<file path="config.mk">
export PLATFORM = sky130hd
export DESIGN_NAME = ascon_block_loader
export DESIGN_NICKNAME = d
export VERILOG_FILES = /design/src/rtl/ascon_pack.sv /design/src/rtl/ascon_block_loader.sv
export SDC_FILE = /design/constraint.sdc
export NUM_CORES = 1
export LEC_CHECK = 0
export ABC_AREA = 1
export BUFFER_PORTS_ARGS = -buffer_cell sky130_fd_sc_hd__buf_2
export CORE_MARGIN = 2
export CORE_UTILIZATION = 55
export CTS_CLUSTER_DIAMETER = 100
export DETAILED_ROUTE_END_ITERATION = 8
export PLACE_DENSITY = 0.82
export SYNTH_ARGS = -nofsm -noshare
export SYNTH_HDL_FRONTEND = slang
export SYNTH_SLANG_ARGS = --single-unit
</file>
<file path="constraint.sdc">
create_clock -name clock_i -period 3.09 [get_ports clock_i]
set_input_delay 0.618 -clock clock_i [delete_from_list [all_inputs] [get_ports clock_i]]
set_output_delay 0.618 -clock clock_i [all_outputs]
set_load 0.01 [all_outputs]
</file>
<file path="src/rtl/ascon_pack.sv">
// ============================================================================
// Package     : ascon_pack
// Description : Shared constants and types for the ASCON-128 input datapath.
// Revision    : 1.0 - initial release
// ============================================================================
`default_nettype none

package ascon_pack;

  localparam int          ASCON_RATE      = 64;
  localparam logic [7:0]  ASCON_PAD_BYTE  = 8'h80;
  localparam logic [63:0] ASCON_PAD_BLOCK = 64'h8000_0000_0000_0000;

  // Loader phases: collecting bytes, holding a block, holding an extra pad block
  typedef enum logic [1:0] {
    FILL    = 2'd0,
    PRESENT = 2'd1,
    PAD     = 2'd2
  } loader_state_t;

endpackage

`default_nettype wire

</file>
<file path="src/rtl/ascon_block_loader.sv">
// ============================================================================
// Module      : ascon_block_loader
// Description : Packs a host byte stream big-endian into 64-bit rate blocks,
//               applies ASCON 10* padding to the final block of a segment and
//               hands blocks to the control FSM over a valid/ack handshake.
// Revision    : 1.0 - initial release
// ============================================================================
`default_nettype none

module ascon_block_loader
  import ascon_pack::*;
(
  input  logic                  clock_i,
  input  logic                  reset_i,
  input  logic [7:0]            byte_i,
  input  logic                  byte_valid_i,
  input  logic                  byte_last_i,
  input  logic                  seg_i,
  output logic                  byte_ready_o,
  output logic [ASCON_RATE-1:0] data_o,
  output logic                  data_valid_o,
  output logic                  last_o,
  output logic                  seg_o,
  output logic [1:0]            block_o,
  input  logic                  data_ack_i
);

  // Bytes strictly after position k (the region that padding overwrites)
  function automatic logic [63:0] pad_mask(input logic [2:0] k);
    return 64'h00FF_FFFF_FFFF_FFFF >> {k, 3'b000};
  endfunction

  // Pad byte placed directly after position k; vanishes when k is the last slot
  function automatic logic [63:0] pad_value(input logic [2:0] k);
    return {8'h00, ASCON_PAD_BYTE, 48'h0} >> {k, 3'b000};
  endfunction

  loader_state_t r_state;
  loader_state_t w_state_nxt;

  logic [63:0] r_data;
  logic [2:0]  r_cnt;
  logic [1:0]  r_block;
  logic        r_ready;
  logic        r_valid;
  logic        r_last;
  logic        r_seg;
  logic        r_pad_pend;
  logic        r_seg_first;

  logic        w_accept;
  logic        w_ack;
  logic        w_cnt_is7;
  logic        w_complete;
  logic        w_ready_nxt;
  logic        w_valid_nxt;
  logic [5:0]  w_byte_sh;
  logic [63:0] w_fill_data;

  assign w_accept   = byte_valid_i & r_ready;
  assign w_ack      = data_ack_i & r_valid;
  assign w_cnt_is7  = (r_cnt == 3'd7);
  assign w_complete = w_accept & (byte_last_i | w_cnt_is7);

  // Insert the incoming byte at its slot and, on a last byte, pad the tail
  always_comb begin
    w_byte_sh   = {r_cnt, 3'b000};
    w_fill_data = (r_data & ~(64'hFF00_0000_0000_0000 >> w_byte_sh))
                | ({byte_i, 56'h0} >> w_byte_sh);
    if (byte_last_i) begin
      w_fill_data = (w_fill_data & ~pad_mask(r_cnt)) | pad_value(r_cnt);
    end
  end

  // FSM state register, with the handshake flags registered alongside it
  always_ff @(posedge clock_i or posedge reset_i) begin
    if (reset_i) begin
      r_state <= FILL;
      r_ready <= 1'b1;
      r_valid <= 1'b0;
    end else begin
      r_state <= w_state_nxt;
      r_ready <= w_ready_nxt;
      r_valid <= w_valid_nxt;
    end
  end

  // FSM next-state logic
  always_comb begin
    w_state_nxt = r_state;
    unique case (r_state)
      FILL:    if (w_complete) w_state_nxt = PRESENT;
      PRESENT: if (w_ack)      w_state_nxt = r_pad_pend ? PAD : FILL;
      PAD:     if (w_ack)      w_state_nxt = FILL;
      default:                 w_state_nxt = FILL;
    endcase
  end

  // FSM outputs: bytes are taken only while filling, a block is held otherwise
  always_comb begin
    w_ready_nxt = (w_state_nxt == FILL);
    w_valid_nxt = (w_state_nxt != FILL);
  end

  // Block datapath: packing, padding, segment tag and block index bookkeeping
  always_ff @(posedge clock_i or posedge reset_i) begin
    if (reset_i) begin
      r_data      <= '0;
      r_cnt       <= 3'd0;
      r_block     <= 2'd0;
      r_last      <= 1'b0;
      r_seg       <= 1'b0;
      r_pad_pend  <= 1'b0;
      r_seg_first <= 1'b1;
    end else begin
      if (w_accept) begin
        r_data <= w_fill_data;
        r_cnt  <= w_complete ? 3'd0 : r_cnt + 3'd1;
        if (r_seg_first) begin
          r_seg       <= seg_i;
          r_seg_first <= 1'b0;
        end
        if (w_complete) begin
          // A last byte in the final slot leaves no room: pad goes in its own block
          r_last     <= byte_last_i & ~w_cnt_is7;
          r_pad_pend <= byte_last_i & w_cnt_is7;
        end
      end
      if (w_ack) begin
        unique case (r_state)
          PRESENT: begin
            if (r_pad_pend) begin
              r_data     <= ASCON_PAD_BLOCK;
              r_last     <= 1'b1;
              r_pad_pend <= 1'b0;
              r_block    <= r_block + 2'd1;
            end else begin
              r_last <= 1'b0;
              if (r_last) begin
                r_block     <= 2'd0;
                r_seg_first <= 1'b1;
              end else begin
                r_block <= r_block + 2'd1;
              end
            end
          end
          PAD: begin
            r_last      <= 1'b0;
            r_block     <= 2'd0;
            r_seg_first <= 1'b1;
          end
          default: begin
          end
        endcase
      end
    end
  end

  assign byte_ready_o = r_ready;
  assign data_valid_o = r_valid;
  assign data_o       = r_data;
  assign last_o       = r_last;
  assign seg_o        = r_seg;
  assign block_o      = r_block;

endmodule

`default_nettype wire

</file>
==> flow_summary.html, run 1 <==
<table>
<tr><th>Metric</th><th>Value</th></tr>
<tr><th colspan="2">Power and ir drop</th></tr>
<tr><td>Leakage power total</td><td>2.443 nW</td></tr>
<tr><td>Switching power total</td><td>approximately 1.8 mW</td></tr>
<tr><td>Maximum ir drop on the vdd rail</td><td>~0.00042 V</td></tr>
<tr><td>Sw Share</td><td>between 40% and 50%</td></tr>
<tr><td>Sequential fraction of design power</td><td>38.4%</td></tr>
<tr><td>Power after layout</td><td>around 4 mW</td></tr>
<tr><td>Power share of the clock group</td><td>a little under a fifth</td></tr>
<tr><td>Part of the total power dissipated in combinational logic</td><td>43.0%</td></tr>
<tr><td>PD cells</td><td>850.1 nW/um2</td></tr>
<tr><td>Int Pwr</td><td>around 2.3 mW</td></tr>
<tr><th colspan="2">Timing</th></tr>
<tr><td>Max Clock Skew</td><td>0.008805 ns</td></tr>
<tr><td>Fmax achieved</td><td>0.4428 GHz</td></tr>
<tr><td>Number of endpoints failing setup at the final stage</td><td>0</td></tr>
<tr><td>Worst-margin pin slew</td><td>0.6993 ns</td></tr>
<tr><td>Normalized max-slew margin</td><td>53.38%</td></tr>
<tr><td>Period Utilization, post-route</td><td>73.09%</td></tr>
<tr><td>Fin. max-slew vios</td><td>0</td></tr>
<tr><td>Unrepaired setup endpoints after global routing</td><td>false</td></tr>
<tr><td>Fin crit period</td><td>2.259 ns</td></tr>
<tr><td>Total count of hold-check failures in the final report</td><td>0</td></tr>
<tr><td>Accumulated negative setup slack</td><td>0 ns</td></tr>
<tr><th colspan="2">Cells and area</th></tr>
<tr><td>Net total in the final layout</td><td>626</td></tr>
<tr><td>Post-Route Utilization</td><td>65.20%</td></tr>
<tr><td>Synthesis-to-finish area growth</td><td>14.03%</td></tr>
<tr><td>Antenna diode instance count</td><td>0</td></tr>
<tr><td>Most frequent cells in the layout</td><td>sky130_fd_sc_hd__nand2_1, sky130_fd_sc_hd__buf_2, sky130_fd_sc_hd__dfrtp_1</td></tr>
<tr><td>Filler cell count</td><td>645</td></tr>
<tr><td>Most frequent standard cell in the layout excluding fill and tap cells</td><td>sky130_fd_sc_hd__nand2_1</td></tr>
<tr><td>Fraction of layout instances using a drive strength above 1</td><td>23.14%</td></tr>
<tr><td>Final non-filler cell total</td><td>704</td></tr>
<tr><th colspan="2">Clock network</th></tr>
<tr><td>Clock sink count</td><td>77</td></tr>
<tr><td># resized after CTS</td><td>0</td></tr>
<tr><td>TritonCTS buffer count</td><td>9</td></tr>
<tr><td>Clock transition at the registers of the reported paths</td><td>~0.080 ns</td></tr>
<tr><td>CTS tree</td><td>yes</td></tr>
<tr><td>Maximum root-to-sink buffer count</td><td>2</td></tr>
<tr><td>H-tree levels</td><td>3</td></tr>
<tr><td>Clk Latency, worst-skew pair</td><td>0.36 ns</td></tr>
<tr><td>Clock root cell</td><td>sky130_fd_sc_hd__clkbuf_8</td></tr>
<tr><td>Number of hold buffers added after cts</td><td>0</td></tr>
<tr><td>Buffers inserted during post-CTS setup optimization</td><td>0</td></tr>
<tr><th colspan="2">Critical path</th></tr>
<tr><td>Critical path capture point type</td><td>register</td></tr>
<tr><td>Category of the worst setup path launch point</td><td>register</td></tr>
<tr><td>End point of the critical path</td><td>data_o[54]$_DFF_PP0_</td></tr>
<tr><td>Crit-path slowest cell</td><td>sky130_fd_sc_hd__dfrtp_1</td></tr>
<tr><td>Arrival time of data at the critical path endpoint</td><td>2.55 ns</td></tr>
<tr><td>Stage delay of the slowest cell on the critical path</td><td>0.80 ns</td></tr>
<tr><td>Buf/Inv on CP</td><td>2</td></tr>
<tr><td>Top cell by count, worst path</td><td>sky130_fd_sc_hd__nand2_1</td></tr>
<tr><td>Endpoint of the lowest-slack register-to-register path</td><td>data_o[54]$_DFF_PP0_</td></tr>
<tr><td>Required time at the endpoint of the critical path</td><td>approximately 3.4 ns</td></tr>
<tr><td>CP startpoint</td><td>r_cnt[0]$_DFFE_PP0P_</td></tr>
<tr><td>Setup CP Type</td><td>reg2reg</td></tr>
<tr><td>Crit path cell chain</td><td>inv_4 &gt; ha_1 &gt; nand2_1 &gt; inv_2 &gt; nor3_2 &gt; nand2_1 &gt; a21oi_1</td></tr>
<tr><td>Worst Path Max Fanout</td><td>20</td></tr>
<tr><td>Critical path depth in cells</td><td>7</td></tr>
<tr><td>Length in cells of the worst reg-to-reg path</td><td>7</td></tr>
<tr><td>Internal reg-to-reg setup slack</td><td>0.83 ns</td></tr>
<tr><td>Start of the worst register-to-register path</td><td>r_cnt[0]$_DFFE_PP0P_</td></tr>
<tr><td>Cell family with the largest share of critical-path delay</td><td>flip-flops</td></tr>
<tr><th colspan="2">Floorplanning</th></tr>
<tr><td>Placeable core region</td><td>7331 um2</td></tr>
<tr><td>Effective utilization at floorplan</td><td>a little under three fifths</td></tr>
<tr><td>Top-level I/O count</td><td>84</td></tr>
<tr><td>Full die area</td><td>8336 um2</td></tr>
<tr><td>Die boundary height</td><td>91.30 um</td></tr>
<tr><td>Number of rows created at floorplan</td><td>31</td></tr>
<tr><td>Horizontal die dimension</td><td>91.30 um</td></tr>
<tr><th colspan="2">Synthesis</th></tr>
<tr><td>Number of cells produced by synthesis</td><td>523</td></tr>
<tr><td>Average cell area after synthesis</td><td>about 8 um2</td></tr>
<tr><td>YS warnings</td><td>0</td></tr>
<tr><td>Area of the mapped netlist</td><td>4192 um2</td></tr>
<tr><td>Part of the Yosys area used for sequential elements</td><td>about 46%</td></tr>
<tr><td>Syn nets</td><td>549</td></tr>
<tr><td>Post-synthesis register bit count</td><td>77</td></tr>
<tr><td>Distinct cell type count after synthesis</td><td>32</td></tr>
<tr><th colspan="2">Detailed routing</th></tr>
<tr><td>Via count normalized by instance count</td><td>5.401</td></tr>
<tr><td>Iteration-0 DRC count of the detailed router</td><td>321</td></tr>
<tr><td>DRC violations left</td><td>0</td></tr>
<tr><td>WL final</td><td>10,540 um</td></tr>
<tr><td>Count of TritonRoute iterations in the first routing pass</td><td>5</td></tr>
<tr><td>Wire length per cell</td><td>~15 um</td></tr>
<tr><td>Antenna violation net count after detailed routing</td><td>0</td></tr>
<tr><td>Vias after detailed routing</td><td>between 3,000 and 4,000</td></tr>
<tr><th colspan="2">Global route</th></tr>
<tr><td>Antenna violations before repair</td><td>0</td></tr>
<tr><td>Largest net degree at the start of global routing</td><td>65</td></tr>
<tr><td>Remaining Overflow, GRT</td><td>0</td></tr>
<tr><td>Vias in the first global route</td><td>3,464</td></tr>
<tr><td>First-pass GRT wire length</td><td>17,220 um</td></tr>
<tr><td>Tot GR Track Use</td><td>26.07%</td></tr>
<tr><th colspan="2">Run</th></tr>
<tr><td># Max-Cap Violations</td><td>0</td></tr>
<tr><th colspan="2">Place</th></tr>
<tr><td>Placed cell count</td><td>688</td></tr>
<tr><td>HPWL after detailed placement</td><td>approximately 7600 um</td></tr>
<tr><td>Count of buffers from port buffering</td><td>83</td></tr>
<tr><td>Final Wtd Congestion</td><td>between 0.8 and 0.9</td></tr>
<tr><th colspan="2">Run status</th></tr>
<tr><td>Run status</td><td>complete, no violations</td></tr>
<tr><th colspan="2">Min path</th></tr>
<tr><td>Hold Crit Class</td><td>in2async</td></tr>
</table>
## registers in the layout, indices dropped and copies added (netlist names)
signal / count
block_o: 2
r_cnt: 3
data_o: 64
data_valid_o: 1
last_o: 1
r_state: 2
r_seg_first: 1
r_pad_pend: 1
seg_o: 1
byte_ready_o: 1
## stage by stage
step | instance area [um2] | worst slack, ns | hold WS [ns]
after CTS | 4780 | 0.9047 | 0.2238
after detailed placement | 4588 | 0.8897 | 0.4912
after global placement | 4588 | 0.9542 | 0.4897
after global routing | 4780 | 0.5736 | 0.2391
after floorplan | 4192 | 0.5086 | 0.5020
final | 4780 | 0.8314 | 0.2153
## Yosys cell counts, drive strengths merged
| cell type | instances | share of area (%) |
|---|---|---|
| nor2 | 26 | 3.4 |
| nand3 | 27 | 3.5 |
| inv | 53 | 4.8 |
| buf | 22 | 4.6 |
| nor3b | 1 | 0.18 |
| nand4 | 3 | 0.45 |
| a31oi | 1 | 0.15 |
| o21ai | 31 | 3.9 |
| o31ai | 1 | 0.18 |
| nor3 | 17 | 3.3 |
| dfstp | 2 | 1.3 |
| a21oi | 68 | 8.2 |
| o21bai | 1 | 0.18 |
| o211ai | 2 | 0.36 |
| a22oi | 2 | 0.36 |
| dfrtp | 75 | 45 |
| ha | 12 | 3.6 |
| nand2 | 178 | 17 |
| mux2 | 1 | 0.27 |
## routing by layer
metal  wire (um)  vias to the layer above  track usage (%)
li1            -                     1838                -
met1        4688                     1777            35.85
met2        4846                      157            40.31
met3         731                       30            5.560
met4         270                        0            10.61
met5           0                        -                0
## kinds of logic after synthesis
logic type	after synthesis	synth area share [%]
simple gates	252	27.40
flops	77	46.03
mux	1	0.2686
fa+ha+maj	12	3.582
buf+inv	75	9.403
compound gates	106	13.31
## power by group through the flow
stage / Sequential (mW) / Combinational, mW / Clock [mW]
final: 1.56 / 1.75 / 0.754
after global routing: 1.60 / 1.94 / 0.809
after CTS: 1.56 / 1.74 / 0.761
after detailed placement: 1.58 / 1.73 / 0
after global placement: 1.57 / 1.68 / 0
after floorplan: 1.65 / 1.20 / 0
## worst min-delay path by stage
stage / from / end / cells after the start
2_1_floorplan: r_seg_first$_DFF_PP1_ / r_seg_first$_DFF_PP1_ / 2
3_3_place_gp: seg_o$_DFFE_PP0P_ / seg_o$_DFFE_PP0P_ / 1
3_5_place_dp: seg_o$_DFFE_PP0P_ / seg_o$_DFFE_PP0P_ / 1
4_1_cts: reset_i / data_o[2]$_DFF_PP0_ / 2
5_1_grt: reset_i / data_o[1]$_DFF_PP0_ / 2
6_report: reset_i / data_o[2]$_DFF_PP0_ / 2
## worst reg2reg max path, stage by stage (launching register included)
cell,delay [ns]
sky130_fd_sc_hd__dfrtp_1,0.80
sky130_fd_sc_hd__inv_4,0.24
sky130_fd_sc_hd__ha_1,0.33
sky130_fd_sc_hd__nand2_1,0.13
sky130_fd_sc_hd__inv_2,0.08
sky130_fd_sc_hd__nor3_2,0.33
sky130_fd_sc_hd__nand2_1,0.11
sky130_fd_sc_hd__a21oi_1,0.17
## cell type report
class	instances	area [um2]	area share, %
Clock inverter	6	63.81	1.335
Inverter	53	201.4	4.215
Clock buffer	10	127.6	2.670
Timing Repair Buffer	88	465.4	9.738
Tap cell	99	123.9	2.592
Multi-Input combinational cell	371	1868	39.08
Sequential cell	77	1929	40.37
Note: power is estimated with default switching activity, not from simulation.
==> run 2, diff against run 1 <==
Settings changed: ABC_AREA 1 to 0, CORE_UTILIZATION 55 to 53, PLACE_DENSITY 0.82 to 0.81.
Clock period 3.09 ns to 2.2 ns, I/O delays scaled along.
==> run 2 against run 1 <==
Compared with the run above:
- worst setup slack worse by 0.50 ns
- register-to-register slack got worse by 0.50 ns
- design area decreased by 11%
- first-iteration DRC count is 20% lower
- combinational power increased by 6%
- non-clock buffer count grew 4
- hold slack got worse by 0.028 ns
- sequential power is 31% higher
- die area is 11% lower
- largest cell class unchanged
==> flow_summary.html, run 2 <==
<table>
<tr><th>Metric</th><th>Value</th></tr>
<tr><th colspan="2">Run status</th></tr>
<tr><td>Run status</td><td>complete, no violations</td></tr>
<tr><th colspan="2">Detailed routing</th></tr>
<tr><td>DRC violations left</td><td>0 (unchanged)</td></tr>
<tr><td>Iteration-0 DRC count of the detailed router</td><td>257 (-20%)</td></tr>
<tr><td>Vias after detailed routing</td><td>3,051 (-20%)</td></tr>
<tr><td>WL final</td><td>9261 um (-12%)</td></tr>
<tr><td>Wire length per cell</td><td>18.27 um (+22%)</td></tr>
<tr><td>Via count normalized by instance count</td><td>6.018 (+11%)</td></tr>
<tr><td>Antenna violation net count after detailed routing</td><td>0 (unchanged)</td></tr>
<tr><td>Count of TritonRoute iterations in the first routing pass</td><td>5 (unchanged)</td></tr>
<tr><th colspan="2">Place</th></tr>
<tr><td>Placed cell count</td><td>491 (-29%)</td></tr>
<tr><td>Worst-case setup slack after placement</td><td>0.3670 ns (-0.5226 ns)</td></tr>
<tr><td>Count of buffers from port buffering</td><td>83 (unchanged)</td></tr>
<tr><td>Final Wtd Congestion</td><td>0.9130 (+5.7%)</td></tr>
<tr><td>HPWL after detailed placement</td><td>6317 um (-17%)</td></tr>
<tr><th colspan="2">Synthesis</th></tr>
<tr><td>EDFF count, synth</td><td>0 (unchanged)</td></tr>
<tr><td>Post-synth top flop</td><td>sky130_fd_sc_hd__dfrtp_1</td></tr>
<tr><td>Average cell area after synthesis</td><td>10.37 um2 (+29%)</td></tr>
<tr><td>Area of the mapped netlist</td><td>3577 um2 (-15%)</td></tr>
<tr><td>Area share of the largest cell type after synthesis</td><td>52.47% (+7.7 points)</td></tr>
<tr><td>Distinct cell type count after synthesis</td><td>46 (+44%)</td></tr>
<tr><td>Post-synth top cells</td><td>sky130_fd_sc_hd__dfrtp_1, sky130_fd_sc_hd__nor2_1, sky130_fd_sc_hd__a22oi_1</td></tr>
<tr><td>Number of cells produced by synthesis</td><td>345 (-34%)</td></tr>
<tr><td>Top area cells in the synthesized netlist</td><td>sky130_fd_sc_hd__dfrtp_1, sky130_fd_sc_hd__a22oi_1, sky130_fd_sc_hd__nor2_1</td></tr>
<tr><td>YS warnings</td><td>0 (unchanged)</td></tr>
<tr><td>Cell with the most instances after synthesis</td><td>sky130_fd_sc_hd__dfrtp_1</td></tr>
<tr><td>Part of the Yosys area used for sequential elements</td><td>53.93% (+7.9 points)</td></tr>
<tr><td>Library cell occupying the most area in the post-synthesis netlist</td><td>sky130_fd_sc_hd__dfrtp_1</td></tr>
<tr><td>Syn nets</td><td>371 (-32%)</td></tr>
<tr><td>Async set-reset flop share out of synthesis</td><td>100.0% (unchanged)</td></tr>
<tr><td>Post-synthesis register bit count</td><td>77 (unchanged)</td></tr>
<tr><th colspan="2">Clock network</th></tr>
<tr><td>Clock sink count</td><td>77 (unchanged)</td></tr>
<tr><td>Clk Latency, worst-skew pair</td><td>0.35 ns (about the same)</td></tr>
<tr><td>Maximum root-to-sink buffer count</td><td>2 (unchanged)</td></tr>
<tr><td>Number of hold buffers added after cts</td><td>0 (unchanged)</td></tr>
<tr><td>TritonCTS buffer count</td><td>9 (unchanged)</td></tr>
<tr><td>H-tree levels</td><td>3 (unchanged)</td></tr>
<tr><td>Buffers inserted during post-CTS setup optimization</td><td>0 (unchanged)</td></tr>
<tr><td>CTS tree</td><td>yes</td></tr>
<tr><td># resized after CTS</td><td>0 (unchanged)</td></tr>
<tr><td>Clock root cell</td><td>sky130_fd_sc_hd__clkbuf_8</td></tr>
<tr><td>Clock transition at the registers of the reported paths</td><td>0.09 ns (about the same)</td></tr>
<tr><th colspan="2">Min path</th></tr>
<tr><td>Hold Crit Class</td><td>in2async</td></tr>
<tr><th colspan="2">Critical path</th></tr>
<tr><td>Cell family with the largest share of critical-path delay</td><td>simple AND/OR/NAND/NOR gates</td></tr>
<tr><td>Critical path capture point type</td><td>register</td></tr>
<tr><td>Worst Path Max Fanout</td><td>7 (-65%)</td></tr>
<tr><td>Top cell by count, worst path</td><td>sky130_fd_sc_hd__ha_1</td></tr>
<tr><td>Category of the worst setup path launch point</td><td>register</td></tr>
<tr><td>Crit path cell chain</td><td>ha_1 &gt; inv_1 &gt; ha_1 &gt; and2_1 &gt; nor4_4 &gt; a22oi_1 &gt; nor2_1</td></tr>
<tr><td>Required time at the endpoint of the critical path</td><td>2.48 ns (-0.90 ns)</td></tr>
<tr><td>Stage delay of the slowest cell on the critical path</td><td>0.42 ns (-0.38 ns)</td></tr>
<tr><td>Setup CP Type</td><td>reg2reg</td></tr>
<tr><td>Crit-path slowest cell</td><td>sky130_fd_sc_hd__nor4_4</td></tr>
<tr><td>Arrival time of data at the critical path endpoint</td><td>2.15 ns (-0.40 ns)</td></tr>
<tr><td>Buf/Inv on CP</td><td>1 (-1)</td></tr>
<tr><th colspan="2">Timing</th></tr>
<tr><td>Worst path setup slack after routing</td><td>0.3307 ns (-0.5007 ns)</td></tr>
<tr><td>Unrepaired setup endpoints after global routing</td><td>false</td></tr>
<tr><td>Max Clock Skew</td><td>0.01237 ns (+0.003561 ns)</td></tr>
<tr><td>Number of endpoints failing setup at the final stage</td><td>0 (unchanged)</td></tr>
<tr><td>Worst-margin pin slew</td><td>0.6578 ns (-0.04149 ns)</td></tr>
<tr><td>Normalized max-slew margin</td><td>55.99% (+2.6 points)</td></tr>
<tr><td>Total count of hold-check failures in the final report</td><td>0 (unchanged)</td></tr>
<tr><td>Accumulated negative setup slack</td><td>0 ns (unchanged)</td></tr>
<tr><td>Fin crit period</td><td>1.869 ns (-0.3893 ns)</td></tr>
<tr><td>Post-route worst hold slack</td><td>0.1876 ns (-0.02770 ns)</td></tr>
<tr><td>Period Utilization, post-route</td><td>84.97% (+12 points)</td></tr>
<tr><td>Fmax achieved</td><td>0.5350 GHz (+21%)</td></tr>
<tr><td>Fin. max-slew vios</td><td>0 (unchanged)</td></tr>
<tr><th colspan="2">Cells and area</th></tr>
<tr><td>Flip-flop count of the largest register after layout</td><td>64 (unchanged)</td></tr>
<tr><td>Fraction of layout instances using a drive strength above 1</td><td>29.53% (+6.4 points)</td></tr>
<tr><td>Filler cell count</td><td>510 (-21%)</td></tr>
<tr><td>Net total in the final layout</td><td>451 (-28%)</td></tr>
<tr><td>Final non-filler cell total</td><td>507 (-28%)</td></tr>
<tr><td>Antenna diode instance count</td><td>0 (unchanged)</td></tr>
<tr><td>Synthesis-to-finish area growth</td><td>18.36%</td></tr>
<tr><td>Post-Route Utilization</td><td>65.93% (+0.73 points)</td></tr>
<tr><td>Most frequent standard cell in the layout excluding fill and tap cells</td><td>sky130_fd_sc_hd__buf_2</td></tr>
<tr><td>Most frequent cells in the layout</td><td>sky130_fd_sc_hd__buf_2, sky130_fd_sc_hd__dfrtp_1, sky130_fd_sc_hd__nor2_1</td></tr>
<tr><th colspan="2">Floorplanning</th></tr>
<tr><td>Number of rows created at floorplan</td><td>29 (-6.5%)</td></tr>
<tr><td>Full die area</td><td>7423 um2 (-11%)</td></tr>
<tr><td>Effective utilization at floorplan</td><td>55.70% (-1.5 points)</td></tr>
<tr><td>Horizontal die dimension</td><td>86.16 um (-5.6%)</td></tr>
<tr><td>Die boundary height</td><td>86.16 um (-5.6%)</td></tr>
<tr><td>Top-level I/O count</td><td>84 (unchanged)</td></tr>
<tr><td>Placeable core region</td><td>6422 um2 (-12%)</td></tr>
<tr><th colspan="2">Global route</th></tr>
<tr><td>Remaining Overflow, GRT</td><td>0 (unchanged)</td></tr>
<tr><td>First-pass GRT wire length</td><td>14,700 um (-15%)</td></tr>
<tr><td>Tot GR Track Use</td><td>25.77% (-0.30 points)</td></tr>
<tr><td>Vias in the first global route</td><td>2,859 (-17%)</td></tr>
<tr><td>Antenna violations before repair</td><td>0 (unchanged)</td></tr>
<tr><td>Largest net degree at the start of global routing</td><td>78 (+20%)</td></tr>
<tr><th colspan="2">Power and ir drop</th></tr>
<tr><td>PD cells</td><td>1159 nW/um2 (+36%)</td></tr>
<tr><td>Leakage power total</td><td>2.166 nW (-11%)</td></tr>
<tr><td>Maximum ir drop on the vdd rail</td><td>0.0005952 V (+43%)</td></tr>
<tr><th colspan="2">Run</th></tr>
<tr><td># Max-Cap Violations</td><td>0 (unchanged)</td></tr>
</table>
-- run 2: cell count changes in the layout (fill, tap and decap cells not counted), sizes merged, moves of 4 or more --
cell,delta
nand2,-158
a21oi,-54
a22oi,+49
inv,-41
nor2,+35
nand3,-23
o21ai,-12
nor3,-10
and2,+8
nand2b,+5
nor2b,+5
buf,+4
-- run 2: path summary, 6_finish.rpt --
| path | endpoint | slack [ns] | cells after the start | start |
|---|---|---|---|---|
| worst max-delay path | data_o[35]$_DFF_PP0_ | 0.33 | 7 | r_cnt[1]$_DFFE_PP0P_ |
| worst min-delay path | data_o[28]$_DFF_PP0_ | 0.19 | 3 | reset_i |
| worst max register to register | data_o[35]$_DFF_PP0_ | 0.33 | 7 | r_cnt[1]$_DFFE_PP0P_ |
| worst min register to register | seg_o$_DFFE_PP0P_ | 0.52 | 1 | seg_o$_DFFE_PP0P_ |
| max in group asynchronous | r_seg_first$_DFF_PP1_ | 1.66 | 3 | reset_i |
| min in group clock_i | seg_o$_DFFE_PP0P_ | 0.33 | 2 | seg_i |
-- run 2: report_power, final --
part           switching (mW)  internal [mW]  leakage [nW]  total, mW
clock                   0.578          0.424        0.0906       1.00
sequential              0.246           1.80          1.03       2.05
combinational            1.11          0.746          1.05       1.86
total                    1.94           2.97          2.17       4.91
-- run 2: cells by family after synthesis --
kind of cell | count (synthesis) | synth area share, %
simple gates | 118 | 16.82
fa+ha+maj | 12 | 4.197
mux | 1 | 0.3148
compound gates | 104 | 20.32
buf+inv | 33 | 4.407
flops | 77 | 53.93
-- run 2: per-stage QoR --
stage	instance area [um2]	total power, mW
floorplan	3581	3.255
global placement	4054	3.837
detailed placement	4054	3.900
CTS	4234	4.905
global route	4234	5.205
finish	4234	4.906
-- run 2: routing by layer --
metal / part of all wire (%) / GRT usage [%] / up-vias
met1: 43 / 35.62 / 1500
met5: 0 / 0 / -
li1: - / - / 1376
met4: 2.2 / 12.84 / 0
met2: 49 / 39.04 / 153
met3: 6.7 / 4.909 / 22
-- run 2: worst reg2reg max path, stage by stage (launching register included) --
cell                      delay [ns]
sky130_fd_sc_hd__dfrtp_1        0.37
sky130_fd_sc_hd__ha_1           0.25
sky130_fd_sc_hd__inv_1          0.07
sky130_fd_sc_hd__ha_1           0.18
sky130_fd_sc_hd__and2_1         0.20
sky130_fd_sc_hd__nor4_4         0.42
sky130_fd_sc_hd__a22oi_1        0.17
sky130_fd_sc_hd__nor2_1         0.14
-- run 2: cell type report --
type / count / area (um2) / share of cell area (%)
clock buffer: 9 / 123.9 / 2.926
timing repair buffer: 92 / 495.5 / 11.70
sequential: 77 / 1929 / 45.57
clock inverter: 7 / 56.30 / 1.330
tap: 77 / 96.34 / 2.275
multi-input combinational: 235 / 1491 / 35.22
inverter: 10 / 41.29 / 0.9752
==> run 3, diff against run 2 <==
Settings changed: CORE_UTILIZATION 53 to 48, PLACE_DENSITY 0.81 to 0.77.
Clock period 2.2 ns to 1.6 ns, I/O delays scaled along.
==> run 3 against run 2 <==
Compared with the run above:
- the run now ends with negative setup slack left
- global-route usage fell by 1.2 points
- routed wire length is 7.3% higher
- worst setup slack worse by 0.36 ns
- combinational power rose by 69%
- final cell count rose by 11%
- via count rose by 3.1%
- critical endpoint is now data_o[0]$_DFF_PP0_
- largest cell class unchanged
- largest power group is now combinational logic
==> flow_summary.html, run 3 (synthesis gave the netlist of run 2 again) <==
<table>
<tr><th>Metric</th><th>Value</th></tr>
<tr><th colspan="2">Floorplanning</th></tr>
<tr><td>Full die area</td><td>8159 um2 (+9.9%)</td></tr>
<tr><td>Number of rows created at floorplan</td><td>31 (+6.9%)</td></tr>
<tr><td>Die boundary height</td><td>90.33 um (+4.8%)</td></tr>
<tr><td>Top-level I/O count</td><td>84 (unchanged)</td></tr>
<tr><td>Placeable core region</td><td>7253 um2 (+13%)</td></tr>
<tr><td>Effective utilization at floorplan</td><td>49.32% (-6.4 points)</td></tr>
<tr><td>Horizontal die dimension</td><td>90.33 um (+4.8%)</td></tr>
<tr><th colspan="2">Global route</th></tr>
<tr><td>Tot GR Track Use</td><td>24.62% (-1.2 points)</td></tr>
<tr><td>Antenna violations before repair</td><td>0 (unchanged)</td></tr>
<tr><td>Largest net degree at the start of global routing</td><td>78 (unchanged)</td></tr>
<tr><td>Remaining Overflow, GRT</td><td>0 (unchanged)</td></tr>
<tr><td>Vias in the first global route</td><td>3,057 (+6.9%)</td></tr>
<tr><td>First-pass GRT wire length</td><td>15,930 um (+8.4%)</td></tr>
<tr><th colspan="2">Timing</th></tr>
<tr><td>Total count of hold-check failures in the final report</td><td>0 (unchanged)</td></tr>
<tr><td>Unrepaired setup endpoints after global routing</td><td>true</td></tr>
<tr><td>Period Utilization, post-route</td><td>101.6% (+17 points)</td></tr>
<tr><td>Fmax achieved</td><td>0.6150 GHz (+15%)</td></tr>
<tr><td>Fin crit period</td><td>1.626 ns (-0.2432 ns)</td></tr>
<tr><td>Fin. max-slew vios</td><td>0 (unchanged)</td></tr>
<tr><td>Worst-margin pin slew</td><td>0.5468 ns (-0.1109 ns)</td></tr>
<tr><td>Normalized max-slew margin</td><td>63.54% (+7.6 points)</td></tr>
<tr><td>Worst path setup slack after routing</td><td>-0.02610 ns (-0.3568 ns)</td></tr>
<tr><td>Post-route worst hold slack</td><td>0.07376 ns (-0.1138 ns)</td></tr>
<tr><td>Number of endpoints failing setup at the final stage</td><td>6 (+6)</td></tr>
<tr><td>Max Clock Skew</td><td>0.007667 ns (-0.004698 ns)</td></tr>
<tr><td>Accumulated negative setup slack</td><td>-0.04079 ns (-0.04079 ns)</td></tr>
<tr><th colspan="2">Cells and area</th></tr>
<tr><td>Most frequent standard cell in the layout excluding fill and tap cells</td><td>sky130_fd_sc_hd__buf_2</td></tr>
<tr><td>Post-Route Utilization</td><td>65.83% (-0.099 points)</td></tr>
<tr><td>Synthesis-to-finish area growth</td><td>33.47%</td></tr>
<tr><td>Antenna diode instance count</td><td>0 (unchanged)</td></tr>
<tr><td>Flip-flop count of the largest register after layout</td><td>64 (unchanged)</td></tr>
<tr><td>Fraction of layout instances using a drive strength above 1</td><td>42.42% (+13 points)</td></tr>
<tr><td>Net total in the final layout</td><td>483 (+7.1%)</td></tr>
<tr><td>Most frequent cells in the layout</td><td>sky130_fd_sc_hd__buf_2, sky130_fd_sc_hd__dfrtp_1, sky130_fd_sc_hd__nor2_1</td></tr>
<tr><th colspan="2">Critical path</th></tr>
<tr><td>Setup CP Type</td><td>reg2reg</td></tr>
<tr><td>Worst Path Max Fanout</td><td>8 (+1)</td></tr>
<tr><td>Category of the worst setup path launch point</td><td>register</td></tr>
<tr><td>Endpoint of the lowest-slack register-to-register path</td><td>data_o[0]$_DFF_PP0_</td></tr>
<tr><td>Length in cells of the worst reg-to-reg path</td><td>5 (-2)</td></tr>
<tr><td>Internal reg-to-reg setup slack</td><td>-0.03 ns (-0.36 ns)</td></tr>
<tr><td>Start of the worst register-to-register path</td><td>r_cnt[1]$_DFFE_PP0P_</td></tr>
<tr><td>Required time at the endpoint of the critical path</td><td>1.88 ns (-0.60 ns)</td></tr>
<tr><td>Critical path capture point type</td><td>register</td></tr>
<tr><td>Arrival time of data at the critical path endpoint</td><td>1.91 ns (-0.24 ns)</td></tr>
<tr><th colspan="2">Clock network</th></tr>
<tr><td>CTS tree</td><td>yes</td></tr>
<tr><td>Clock root cell</td><td>sky130_fd_sc_hd__clkbuf_8</td></tr>
<tr><td>Maximum root-to-sink buffer count</td><td>2 (unchanged)</td></tr>
<tr><td>Clock transition at the registers of the reported paths</td><td>0.08 ns (about the same)</td></tr>
<tr><td>Clock sink count</td><td>77 (unchanged)</td></tr>
<tr><td>TritonCTS buffer count</td><td>9 (unchanged)</td></tr>
<tr><td>Number of hold buffers added after cts</td><td>0 (unchanged)</td></tr>
<tr><td>H-tree levels</td><td>3 (unchanged)</td></tr>
<tr><td>Clk Latency, worst-skew pair</td><td>0.34 ns (about the same)</td></tr>
<tr><th colspan="2">Detailed routing</th></tr>
<tr><td>Via count normalized by instance count</td><td>5.610 (-6.8%)</td></tr>
<tr><td>Count of TritonRoute iterations in the first routing pass</td><td>4 (-1)</td></tr>
<tr><td>Wire length per cell</td><td>17.71 um (-3.0%)</td></tr>
<tr><td>Antenna violation net count after detailed routing</td><td>0 (unchanged)</td></tr>
<tr><td>WL final</td><td>9936 um (+7.3%)</td></tr>
<tr><td>DRC violations left</td><td>0 (unchanged)</td></tr>
<tr><td>Vias after detailed routing</td><td>3,147 (+3.1%)</td></tr>
<tr><td>Iteration-0 DRC count of the detailed router</td><td>194 (-25%)</td></tr>
<tr><th colspan="2">Place</th></tr>
<tr><td>Count of buffers from port buffering</td><td>83 (unchanged)</td></tr>
<tr><td>Final Wtd Congestion</td><td>0.9070 (-0.66%)</td></tr>
<tr><td>HPWL after detailed placement</td><td>6702 um (+6.1%)</td></tr>
<tr><th colspan="2">Power and ir drop</th></tr>
<tr><td>Int Pwr</td><td>4.581 mW (+54%)</td></tr>
<tr><td>PD cells</td><td>1553 nW/um2 (+34%)</td></tr>
<tr><td>Switching power total</td><td>2.835 mW (+46%)</td></tr>
<tr><td>Sequential fraction of design power</td><td>38.8% (-2.9 points)</td></tr>
<tr><td>Leakage power total</td><td>2.371 nW (+9.4%)</td></tr>
<tr><td>Maximum ir drop on the vdd rail</td><td>0.0008149 V (+37%)</td></tr>
<tr><td>Sw Share</td><td>38.23% (-1.2 points)</td></tr>
<tr><td>Power share of the clock group</td><td>18.9% (-1.5 points)</td></tr>
<tr><td>Part of the total power dissipated in combinational logic</td><td>42.3% (+4.4 points)</td></tr>
<tr><td>Power after layout</td><td>7.416 mW (+51%)</td></tr>
<tr><th colspan="2">Run status</th></tr>
<tr><td>Violations in the final reports</td><td>negative setup slack</td></tr>
<tr><td>Run status</td><td>complete, but fails checks</td></tr>
<tr><th colspan="2">Min path</th></tr>
<tr><td>Hold Crit Class</td><td>in2async</td></tr>
<tr><th colspan="2">Run</th></tr>
<tr><td># Max-Cap Violations</td><td>0 (unchanged)</td></tr>
</table>
[run 3: power by group through the flow]
stage / clock network, mW / logic, mW / registers (mW)
final: 1.40 / 3.14 / 2.88
after detailed placement: 0 / 2.79 / 2.85
after global routing: 1.52 / 3.40 / 2.94
after floorplan: 0 / 1.49 / 3.02
after CTS: 1.44 / 2.89 / 2.83
after global placement: 0 / 2.69 / 2.83
[run 3: repair_timing]
action,CTS,global route
setup endpoints to repair,45,66
pin swaps,6,22
buffers inserted,2,8
gates resized for setup,14,45
[run 3: per-layer routing]
layer	track usage [%]	vias up	wire (um)
met5	0	-	0
met4	7.949	0	72
met3	5.676	6	708
met2	40.10	119	5020
met1	32.87	1566	4133
li1	-	1456	-
[run 3: worst max-delay path, cell delays in order, from the launching register on]
cell and delay (ns):
sky130_fd_sc_hd__dfrtp_2 0.45, sky130_fd_sc_hd__ha_4 0.20, sky130_fd_sc_hd__ha_4 0.17, sky130_fd_sc_hd__o21ai_2 0.46
sky130_fd_sc_hd__a22oi_1 0.17, sky130_fd_sc_hd__nor2_1 0.11
[run 3: worst max-delay path by stage]
stage / startpoint / endpoint / slack (ns) / cells after the start
final: r_cnt[1]$_DFFE_PP0P_ / data_o[0]$_DFF_PP0_ / -0.03 / 5
after global routing: r_cnt[0]$_DFFE_PP0P_ / data_o[0]$_DFF_PP0_ / -0.09 / 6
after CTS: r_cnt[1]$_DFFE_PP0P_ / data_valid_o$_DFF_PP0_ / -0.1 / 6
after detailed placement: r_cnt[1]$_DFFE_PP0P_ / data_valid_o$_DFF_PP0_ / -0.26 / 6
after global placement: r_cnt[1]$_DFFE_PP0P_ / data_valid_o$_DFF_PP0_ / -0.15 / 6
after floorplan: r_cnt[0]$_DFFE_PP0P_ / data_o[32]$_DFF_PP0_ / -0.06 / 7
[run 3: through the flow]
step / area, um2 / std cells / setup slack (ns)
after floorplan: 3608 / 345 / -0.06372
after global placement: 4302 / 537 / -0.1485
after detailed placement: 4302 / 537 / -0.2619
after CTS: 4564 / 555 / -0.09755
after global routing: 4775 / 561 / -0.08852
final: 4775 / 561 / -0.02610
[run 3: final cells by class]
class                           instances  area (um2)
Fill cell                             571        2479
Sequential cell                        77        1933
Multi-Input combinational cell        235        1704
Timing Repair Buffer                  124       772.0
Clock buffer                           12       165.2
Tap cell                               99       123.9
Inverter                               10       46.29
Clock inverter                          4       30.03
